$ cat src/rtl/regwrite_arbiter_pkg.sv
// Shared definitions for the register-bank write arbiter: write-port field
// widths, the reserved PC register address and the requester index type.
package regwrite_arbiter_pkg;

    // Register-bank write-port field widths.
    localparam int ADDR_W = 4;
    localparam int DATA_W = 32;

    // Register address reserved for the PC; writes to it are refused.
    localparam logic [ADDR_W-1:0] R15_ADDR_DEF = 4'hF;

    // Requester index, also the encoding of the round-robin pointer.
    typedef enum logic {
        REQ_ALU  = 1'b0,
        REQ_LOAD = 1'b1
    } req_idx_e;

endpackage : regwrite_arbiter_pkg

$ cat src/rtl/rr_arbiter2.sv
// Two-way round-robin arbiter. The grant is combinational and one-hot. A
// 1-bit pointer remembers which requester won last. It moves only when a
// grant is issued, which is when a transfer is accepted.
module rr_arbiter2
    import regwrite_arbiter_pkg::*;
(
    input  logic       clk,
    input  logic       rst_n,
    input  logic [1:0] req,
    output logic [1:0] gnt
);

    req_idx_e last_q;
    req_idx_e last_d;

    // Grant the sole requester. When both are valid, grant the one that did not win last.
    // NOTE: every output of a combinational block is given a default first so no latch is inferred.
    always_comb begin
        gnt = 2'b00;
        unique case (req)
            2'b01:   gnt = 2'b01;
            2'b10:   gnt = 2'b10;
            2'b11:   gnt = (last_q == REQ_ALU) ? 2'b10 : 2'b01;
            default: gnt = 2'b00;
        endcase
    end

    // Move the pointer to whichever requester was just granted.
    always_comb begin
        last_d = last_q;
        if (gnt[0]) begin
            last_d = REQ_ALU;
        end else if (gnt[1]) begin
            last_d = REQ_LOAD;
        end
    end

    // Pointer register. Reset marks requester 1 as the last winner, so requester 0 is preferred next.
    // NOTE: sequential state is written with non-blocking assignments only.
    always_ff @(posedge clk or negedge rst_n) begin
        if (!rst_n) begin
            last_q <= REQ_LOAD;
        end else begin
            last_q <= last_d;
        end
    end

endmodule : rr_arbiter2

$ cat src/rtl/regwrite_arbiter.sv
// Arbitrates writes from two requesters (ALU writeback, load/IO) onto a
// single register-bank write port. The write port is registered, so an
// accepted write is presented one cycle later. The block refuses PC (R15)
// writes and flags them, counts committed writes, and raises a read-after-write
// stall for decode.
module regwrite_arbiter
    import regwrite_arbiter_pkg::*;
#(
    parameter logic [ADDR_W-1:0] R15_ADDR = R15_ADDR_DEF,
    parameter int                CNT_W    = 8
)
(
    input  logic              clk,
    input  logic              rst_n,

    input  logic              req0_valid,
    input  logic [ADDR_W-1:0] req0_addr,
    input  logic [DATA_W-1:0] req0_data,
    output logic              req0_ready,

    input  logic              req1_valid,
    input  logic [ADDR_W-1:0] req1_addr,
    input  logic [DATA_W-1:0] req1_data,
    output logic              req1_ready,

    input  logic [ADDR_W-1:0] ra1,
    input  logic [ADDR_W-1:0] ra2,

    output logic              WE3,
    output logic [ADDR_W-1:0] A3,
    output logic [DATA_W-1:0] WD3,

    output logic              stall,
    output logic              err_r15,
    input  logic              clr_err,
    output logic [CNT_W-1:0]  wr_count
);

    logic [1:0]        gnt_raw;
    logic [1:0]        gnt;
    logic              acc_valid;
    logic [ADDR_W-1:0] acc_addr;
    logic [DATA_W-1:0] acc_data;
    logic              acc_r15;

    logic              we3_q,   we3_d;
    logic [ADDR_W-1:0] a3_q,    a3_d;
    logic [DATA_W-1:0] wd3_q,   wd3_d;
    logic              err_q,   err_d;
    logic [CNT_W-1:0]  cnt_q,   cnt_d;

    rr_arbiter2 u_rr_arbiter2 (
        .clk   (clk),
        .rst_n (rst_n),
        .req   ({req1_valid, req0_valid}),
        .gnt   (gnt_raw)
    );

    // Qualify the grant with reset so that no request is acknowledged while the block is held in reset.
    always_comb begin
        gnt        = gnt_raw & {2{rst_n}};
        req0_ready = gnt[0];
        req1_ready = gnt[1];
    end

    // Select the address and data of the accepted transfer, if there is one.
    always_comb begin
        acc_valid = |gnt;
        acc_addr  = gnt[1] ? req1_addr : req0_addr;
        acc_data  = gnt[1] ? req1_data : req0_data;
        acc_r15   = acc_valid && (acc_addr == R15_ADDR);
    end

    // Next write-port state. A3/WD3 change only when a real write is issued.
    always_comb begin
        we3_d = acc_valid && !acc_r15;
        a3_d  = a3_q;
        wd3_d = wd3_q;
        if (we3_d) begin
            a3_d  = acc_addr;
            wd3_d = acc_data;
        end
    end

    // Sticky R15 error flag. A new attempt overrides a clear in the same cycle.
    always_comb begin
        err_d = err_q;
        if (acc_r15) begin
            err_d = 1'b1;
        end else if (clr_err) begin
            err_d = 1'b0;
        end
    end

    // Committed-write counter. It steps on the same edge that raises WE3 and wraps naturally.
    always_comb begin
        cnt_d = cnt_q + {{(CNT_W-1){1'b0}}, we3_d};
    end

    // Stall decode on a hit against the write being presented or the write being accepted. R15 never matches.
    always_comb begin
        stall = 1'b0;
        if (rst_n) begin
            if (we3_q && (a3_q != R15_ADDR) && ((ra1 == a3_q) || (ra2 == a3_q))) begin
                stall = 1'b1;
            end
            if (acc_valid && !acc_r15 && ((ra1 == acc_addr) || (ra2 == acc_addr))) begin
                stall = 1'b1;
            end
        end
    end

    // Output register stage, error flag and counter. Asynchronous reset drops any pending write.
    always_ff @(posedge clk or negedge rst_n) begin
        if (!rst_n) begin
            we3_q <= 1'b0;
            a3_q  <= '0;
            wd3_q <= '0;
            err_q <= 1'b0;
            cnt_q <= '0;
        end else begin
            we3_q <= we3_d;
            a3_q  <= a3_d;
            wd3_q <= wd3_d;
            err_q <= err_d;
            cnt_q <= cnt_d;
        end
    end

    // Drive the output ports from the registers.
    always_comb begin
        WE3      = we3_q;
        A3       = a3_q;
        WD3      = wd3_q;
        err_r15  = err_q;
        wr_count = cnt_q;
    end

endmodule : regwrite_arbiter

$ cat config.mk
export PLATFORM = sky130hd
export DESIGN_NAME = regwrite_arbiter
export DESIGN_NICKNAME = d
export VERILOG_FILES = /design/src/rtl/regwrite_arbiter_pkg.sv /design/src/rtl/rr_arbiter2.sv /design/src/rtl/regwrite_arbiter.sv
export SDC_FILE = /design/constraint.sdc
export NUM_CORES = 1
export LEC_CHECK = 0
export BUFFER_PORTS_ARGS = -buffer_cell sky130_fd_sc_hd__buf_2
export CORE_MARGIN = 4
export CORE_UTILIZATION = 35
export DETAILED_ROUTE_END_ITERATION = 16
export PLACE_DENSITY = 0.61
export SLEW_MARGIN = 20
export SYNTH_ARGS = -nofsm -noshare
export SYNTH_HDL_FRONTEND = slang
export SYNTH_SLANG_ARGS = --single-unit
export TNS_END_PERCENT = 1
$ cat constraint.sdc
create_clock -name clk -period 4.39 [get_ports clk]
set_clock_uncertainty 0.2 [all_clocks]
set_input_delay 0.878 -clock clk [delete_from_list [all_inputs] [get_ports clk]]
set_output_delay 0.878 -clock clk [all_outputs]
set_load 0.005 [all_outputs]
==> results of run 1 <==
## worst max-delay path, stage by stage
cell and delay (ns):
buf_2 0.15, and2_1 0.27, nand2_4 0.36, inv_1 0.19, a21oi_1 0.26, o22ai_1 0.12
o211ai_1 0.24, buf_2 0.15
## cells by family (layout without fill, tap and decap cells)
kind of cell / count (synthesis) / in the layout
buffers and inverters: 22 / 151
muxes: 1 / 1
DFF: 47 / 47
AOI/OAI and AO/OA: 59 / 59
adders and majority gates: 2 / 2
and+or+nand+nor: 137 / 137
xor gates and xnor gates: 19 / 19
## synthesized netlist by cell type, types with 2 or more instances
library cell	number	share of area
nand3_1	2	0.0040
nand4_1	5	0.013
and2_1	4	0.010
buf_4	6	0.018
a21oi_1	5	0.010
nor2_1	41	0.062
nand2_1	74	0.11
o2111ai_1	5	0.018
o21ai_0	5	0.010
dfrtp_1	46	0.46
nand2b_1	3	0.0076
o211ai_1	4	0.012
inv_1	6	0.0091
xor2_1	11	0.039
ha_1	2	0.010
a31oi_1	34	0.086
o22ai_1	2	0.0050
xnor2_1	8	0.028
nor4_1	2	0.0050
buf_6	4	0.018
buf_2	3	0.0060
clkbuf_1	3	0.0045
## cells in the final DEF, fill, tap and decap left out, types with 2 or more instances in the layout
cell type | netlist | final
nand2_1 | 74 | 74
and2_1 | 4 | 4
o211ai_1 | 4 | 4
buf_2 | 3 | 133
buf_4 | 6 | 4
nand3_1 | 2 | 2
xnor2_1 | 8 | 8
nor2_1 | 41 | 41
ha_1 | 2 | 2
inv_1 | 6 | 6
o21ai_0 | 5 | 5
nand2b_1 | 3 | 3
a31oi_1 | 34 | 34
a21oi_1 | 5 | 5
o2111ai_1 | 5 | 5
nor4_1 | 2 | 2
o22ai_1 | 2 | 2
xor2_1 | 11 | 11
clkbuf_8 | 0 | 6
nand4_1 | 5 | 5
dfrtp_1 | 46 | 46
## area by class of cell
cell class              count  area share
clock buffers               7      0.0263
multi-input cells         218       0.357
well taps                  96      0.0366
flip-flops and latches     47       0.359
repair buffers            137       0.212
inverters                   6     0.00686
clock inverters             1     0.00267
## power groups by stage
| stage | clock network (mW) | logic (mW) | registers, mW |
|---|---|---|---|
| 3_3_place_gp | 0 | 0.312 | 0.592 |
| 5_1_grt | 0.301 | 0.357 | 0.595 |
| 2_1_floorplan | 0 | 0.149 | 0.589 |
| 4_1_cts | 0.287 | 0.322 | 0.583 |
| 3_5_place_dp | 0 | 0.322 | 0.590 |
| 6_report | 0.272 | 0.315 | 0.582 |
## worst paths after layout
check | startpoint | end | slack [ns] | cells past startpoint
max in group asynchronous | rst_n | err_r15$_DFFE_PN0P_ | 3.00 | 2
setup reg to reg | u_rr_arbiter2.last_q$_DFFE_PN1P_ | wr_count[6]$_DFF_PN0_ | 1.70 | 9
hold / removal | wr_count[7]$_DFF_PN0_ | wr_count[7]$_DFF_PN0_ | 0.27 | 1
hold reg to reg | wr_count[7]$_DFF_PN0_ | wr_count[7]$_DFF_PN0_ | 0.27 | 1
setup / recovery | rst_n | stall | 0.68 | 8
min in group asynchronous | rst_n | u_rr_arbiter2.last_q$_DFFE_PN1P_ | 0.40 | 1
## registers in the layout, indices dropped and copies added (netlist names)
| register | flops |
|---|---|
| u_rr_arbiter2.last_q | 1 |
| WE3 | 1 |
| err_r15 | 1 |
| A3 | 4 |
| wr_count | 8 |
| WD3 | 32 |
## routing by layer
layer,vias to the layer above,track usage,wire [µm]
met2,105,0.285,3430
met4,0,0.0446,65
met3,6,0.0418,520
met1,1118,0.215,3140
li1,1231,-,-
met5,-,0,0
## stage by stage
step	power (mW)	hold WS, ns	instance area (µm²)	utilization	std cells
floorplan	0.738	0.268	2480	-	287
global placement	0.904	0.258	3190	0.466	504
detailed placement	0.912	0.267	3190	0.466	504
CTS	1.19	0.280	3280	0.480	512
global route	1.25	0.323	3280	0.480	512
finish	1.17	0.275	3280	0.480	512
==> flow_metrics.env, run 1 <==
export IMPL_outcome="finished clean"
export IMPL_tightest_slew_ns=0.586
export IMPL_route_detailed_drc=0
export IMPL_drtPass1Iterations=4
export IMPL_wl_per_cell_um=14.0
export IMPL_cp_start_kind="input pin"
export IMPL_rows=30
export IMPL_die_area_mm2=0.00850
export IMPL_grt_util_all_layers=0.169
export IMPL_tns_ns=0
export IMPL_area_growth_pct=32.3
export IMPL_max_slew_margin=0.609
export IMPL_pin_count=134
export IMPL_combPwrFrac=0.270
export IMPL_regArea_mm2=0.00118
export IMPL_finalWirelength_mm=7.16
export IMPL_synth_compound_area_frac=0.155
export IMPL_power_density_mw_per_mm2=356
export IMPL_ctsResizeCount=0
export IMPL_p_switching_uw=371
export IMPL_final_hold_viol_count=0
export IMPL_multi_input_area_mm2=0.00117
export IMPL_synth_xor_area_share=0.0671
export IMPL_syn_num_nets=374
export IMPL_initial_core_util=0.363
export IMPL_cap_violations=0
export IMPL_synthesis_area_mm2=0.00248
export IMPL_internal_power_uw=799
export IMPL_h_tree_depth=2
export IMPL_route_antenna_remaining_nets=0
export IMPL_ys_flop_type="dfrtp_1"
export IMPL_power_share_sequential=0.498
export IMPL_clk_pin_slew_ns=0.09
export IMPL_path_class="input pin to output port"
export IMPL_p_sw_frac=0.317
export IMPL_overflow=0
export IMPL_grt_first_pass_wirelength_mm=11.6
export IMPL_ys_warn_count=0
export IMPL_nFillCells=734
export IMPL_finalCritPeriodShare=0.845
export IMPL_clock_latency_ns=0.29
export IMPL_core_area_mm2=0.00683
export IMPL_grt_max_degree=48
export IMPL_cts_tree="built"
export IMPL_synth_fa_ha_area_frac=0.0101
export IMPL_pre_cts_slack_ns=0.728
export IMPL_synthMuxAreaShare=0.00403
export IMPL_hold_buffers=0
export IMPL_setup_viol_count_final=0
export IMPL_grt_pass1_vias=2459
export IMPL_p_leak_nw=1.61
export IMPL_clock_path_buffers=2
export IMPL_cts_root_buf="clkbuf_8"
export IMPL_synth_async_reset_ratio=1.00
export IMPL_clkPwrFrac=0.232
export IMPL_required_ns=3.31
export IMPL_nets=502
export IMPL_max_freq_mhz=270
export IMPL_antenna_found_initial=0
export IMPL_end_kind="output port"
export IMPL_fin_ws_ns=0.681
export IMPL_path_max_fanout=36
export IMPL_synth_top_family_by_area="simple AND/OR/NAND/NOR gates"
export IMPL_synth_edf_count=0
export IMPL_post_cts_buffers=0
export IMPL_via_per_inst=4.80
export IMPL_post_route_min_period_ns=3.71
export IMPL_drt_iter0_drc=186
export IMPL_routabilityCongestion=0.982
export IMPL_slew_viol_final=0
export IMPL_vias=2460
export IMPL_port_buffers=133
export IMPL_ir_drop_v=0.000132
export IMPL_fp_dieW_um=92.2
export IMPL_rsz0062_at_grt="false"
export IMPL_critPathArrivalTime_ns=2.63
export IMPL_cts_sinks=47
export IMPL_hpwl_mm=5.36
export IMPL_ys_seq_elements=47
export IMPL_hold_path_class="register to register"
export IMPL_diodes=0
export IMPL_layout_drive_gt1_share=0.361
export IMPL_die_y_um=92.2
export IMPL_synthCells=287
export IMPL_yosys_area_share_simple=0.233
export IMPL_synth_cell_types=34
export IMPL_avgSynthCellArea_um2=8.65
export IMPL_yosysSeqAreaShare=0.475
export IMPL_numCtsBuffers=5
Power figures use the tool's default switching activity.
==> run 2: changes to the inputs <==
--- a/config.mk
+++ b/config.mk
@@ -9,7 +9,7 @@
 export CORE_MARGIN = 4
 export CORE_UTILIZATION = 35
 export DETAILED_ROUTE_END_ITERATION = 16
-export PLACE_DENSITY = 0.61
+export PLACE_DENSITY = 0.64
 export SLEW_MARGIN = 20
 export SYNTH_ARGS = -nofsm -noshare
 export SYNTH_HDL_FRONTEND = slang
==> constraint.sdc (replaced) <==
create_clock -name clk -period 3.1 [get_ports clk]
set_clock_uncertainty 0.2 [all_clocks]
set_input_delay 0.62 -clock clk [delete_from_list [all_inputs] [get_ports clk]]
set_output_delay 0.62 -clock clk [all_outputs]
set_load 0.005 [all_outputs]
==> run 2 against run 1 <==
Net effect: total power up 41%; die area unchanged; register-to-register slack worse by 0.94 ns; setup slack worse by 0.50 ns; utilization up 0.60 points; highest routed layer unchanged; global-route usage down 0.89 points.
==> flow_metrics.env, run 2 (synthesis gave the netlist of run 1 again) <==
export IMPL_max_slew_margin=0.609
export IMPL_p_leak_nw=1.64
export IMPL_tns_ns=0
export IMPL_outcome="finished clean"
export IMPL_nFillCells=735
export IMPL_routabilityCongestion=0.836
export IMPL_cp_start_kind="register"
export IMPL_numCtsBuffers=5
export IMPL_area_growth_pct=33.9
export IMPL_end_kind="output port"
export IMPL_via_per_inst=4.73
export IMPL_fp_dieW_um=92.2
export IMPL_finalCritPeriodShare=0.941
export IMPL_clock_path_buffers=2
export IMPL_wl_per_cell_um=13.2
export IMPL_antenna_found_initial=0
export IMPL_post_route_min_period_ns=2.92
export IMPL_pin_count=134
export IMPL_clk_pin_slew_ns=0.08
export IMPL_port_buffers=133
export IMPL_ir_drop_v=0.000189
export IMPL_power_density_mw_per_mm2=498
export IMPL_final_util=0.486
export IMPL_ctsResizeCount=0
export IMPL_critPathArrivalTime_ns=2.10
export IMPL_grt_pass1_vias=2471
export IMPL_drtPass1Iterations=4
export IMPL_layout_drive_gt1_share=0.368
export IMPL_path_class="register to output port"
export IMPL_largest_reg_flops=32
export IMPL_hold_path_class="input pin to async pin"
export IMPL_final_cell_area_mm2=0.00332
export IMPL_grt_util_all_layers=0.160
export IMPL_final_cell_mix="buf_2 (133), nand2_1 (74), dfrtp_1 (46), nor2_1 (41), a31oi_1 (34)"
export IMPL_cts_root_buf="clkbuf_8"
export IMPL_route_antenna_remaining_nets=0
export IMPL_rsz0062_at_grt="false"
export IMPL_die_area_mm2=0.00850
export IMPL_layout_commonest_cell="buf_2"
export IMPL_nets=507
export IMPL_route_detailed_drc=0
export IMPL_cts_sinks=47
export IMPL_final_hold_viol_count=0
export IMPL_h_tree_depth=2
export IMPL_path_max_fanout=18
export IMPL_cts_tree="built"
export IMPL_overflow=0
export IMPL_clock_latency_ns=0.29
export IMPL_cap_violations=0
export IMPL_grt_first_pass_wirelength_mm=11.1
export IMPL_slew_viol_final=0
export IMPL_power_mw=1.65
export IMPL_die_y_um=92.2
export IMPL_setup_viol_count_final=0
export IMPL_max_freq_mhz=343
export IMPL_diodes=0
export IMPL_placed_area_mm2=0.00322
export IMPL_hpwl_mm=5.35
export IMPL_finalWirelength_mm=6.81
export IMPL_grt_max_degree=49
export IMPL_core_area_mm2=0.00683
export IMPL_tightest_slew_ns=0.586
export IMPL_vias=2445
export IMPL_drt_iter0_drc=51
export IMPL_initial_core_util=0.363
export IMPL_required_ns=2.28
export IMPL_rows=30
[run 2: repair_timing]
item	CTS	global route
setup buffers	0	0
hold buffers	1	0
hold endpoints to repair	1	0
[run 2: path summary, 6_finish.rpt]
path                                          to  cells past startpoint  slack [ns]                             start
max                                        stall                      7        0.18  u_rr_arbiter2.last_q$_DFFE_PN1P_
min                        wr_count[3]$_DFF_PN0_                      2        0.27                             rst_n
max reg2reg                wr_count[6]$_DFF_PN0_                      8        0.76  u_rr_arbiter2.last_q$_DFFE_PN1P_
min reg2reg                wr_count[7]$_DFF_PN0_                      1        0.27             wr_count[7]$_DFF_PN0_
max in group asynchronous      A3[3]$_DFFE_PN0P_                      2        2.03                             rst_n
min in group clk           wr_count[7]$_DFF_PN0_                      1        0.27             wr_count[7]$_DFF_PN0_
[run 2: cell type report]
| cell class | count | area [µm²] | share of cell area |
|---|---|---|---|
| Clock inverter | 2 | 13.8 | 0.00414 |
| Timing Repair Buffer | 142 | 736 | 0.221 |
| Sequential cell | 47 | 1180 | 0.354 |
| Clock buffer | 6 | 82.6 | 0.0248 |
| Inverter | 6 | 22.5 | 0.00678 |
| Multi-Input combinational cell | 218 | 1170 | 0.352 |
| Tap cell | 96 | 120 | 0.0361 |
[run 2: through the flow]
step	cells	setup slack, ns	hold WS (ns)
after floorplan	287	0.586	0.124
after CTS	517	0.140	0.276
after detailed placement	508	0.272	0.227
after global routing	517	0.0331	0.299
final	517	0.183	0.267
after global placement	508	0.273	0.222
[run 2: routing by layer]
metal,vias up,track usage,share of wire
li1,1249,-,-
met1,1112,0.199,0.43
met2,77,0.274,0.49
met3,7,0.0443,0.065
met4,0,0.0396,0.014
met5,-,0,0
[run 2: worst max-delay path, stage by stage, from the launching register on]
cell and delay [ns]:
dfstp_2 0.56, nand2_1 0.17, nand2_4 0.25, inv_1 0.16, a211oi_1 0.23, o211ai_1 0.11
o211ai_1 0.19, buf_2 0.14
[run 2: where the power goes]
| group | switching (mW) | internal [mW] | leakage (nW) |
|---|---|---|---|
| Clock | 0.201 | 0.182 | 0.0516 |
| Sequential | 0.0936 | 0.729 | 0.539 |
| Combinational | 0.224 | 0.223 | 1.05 |
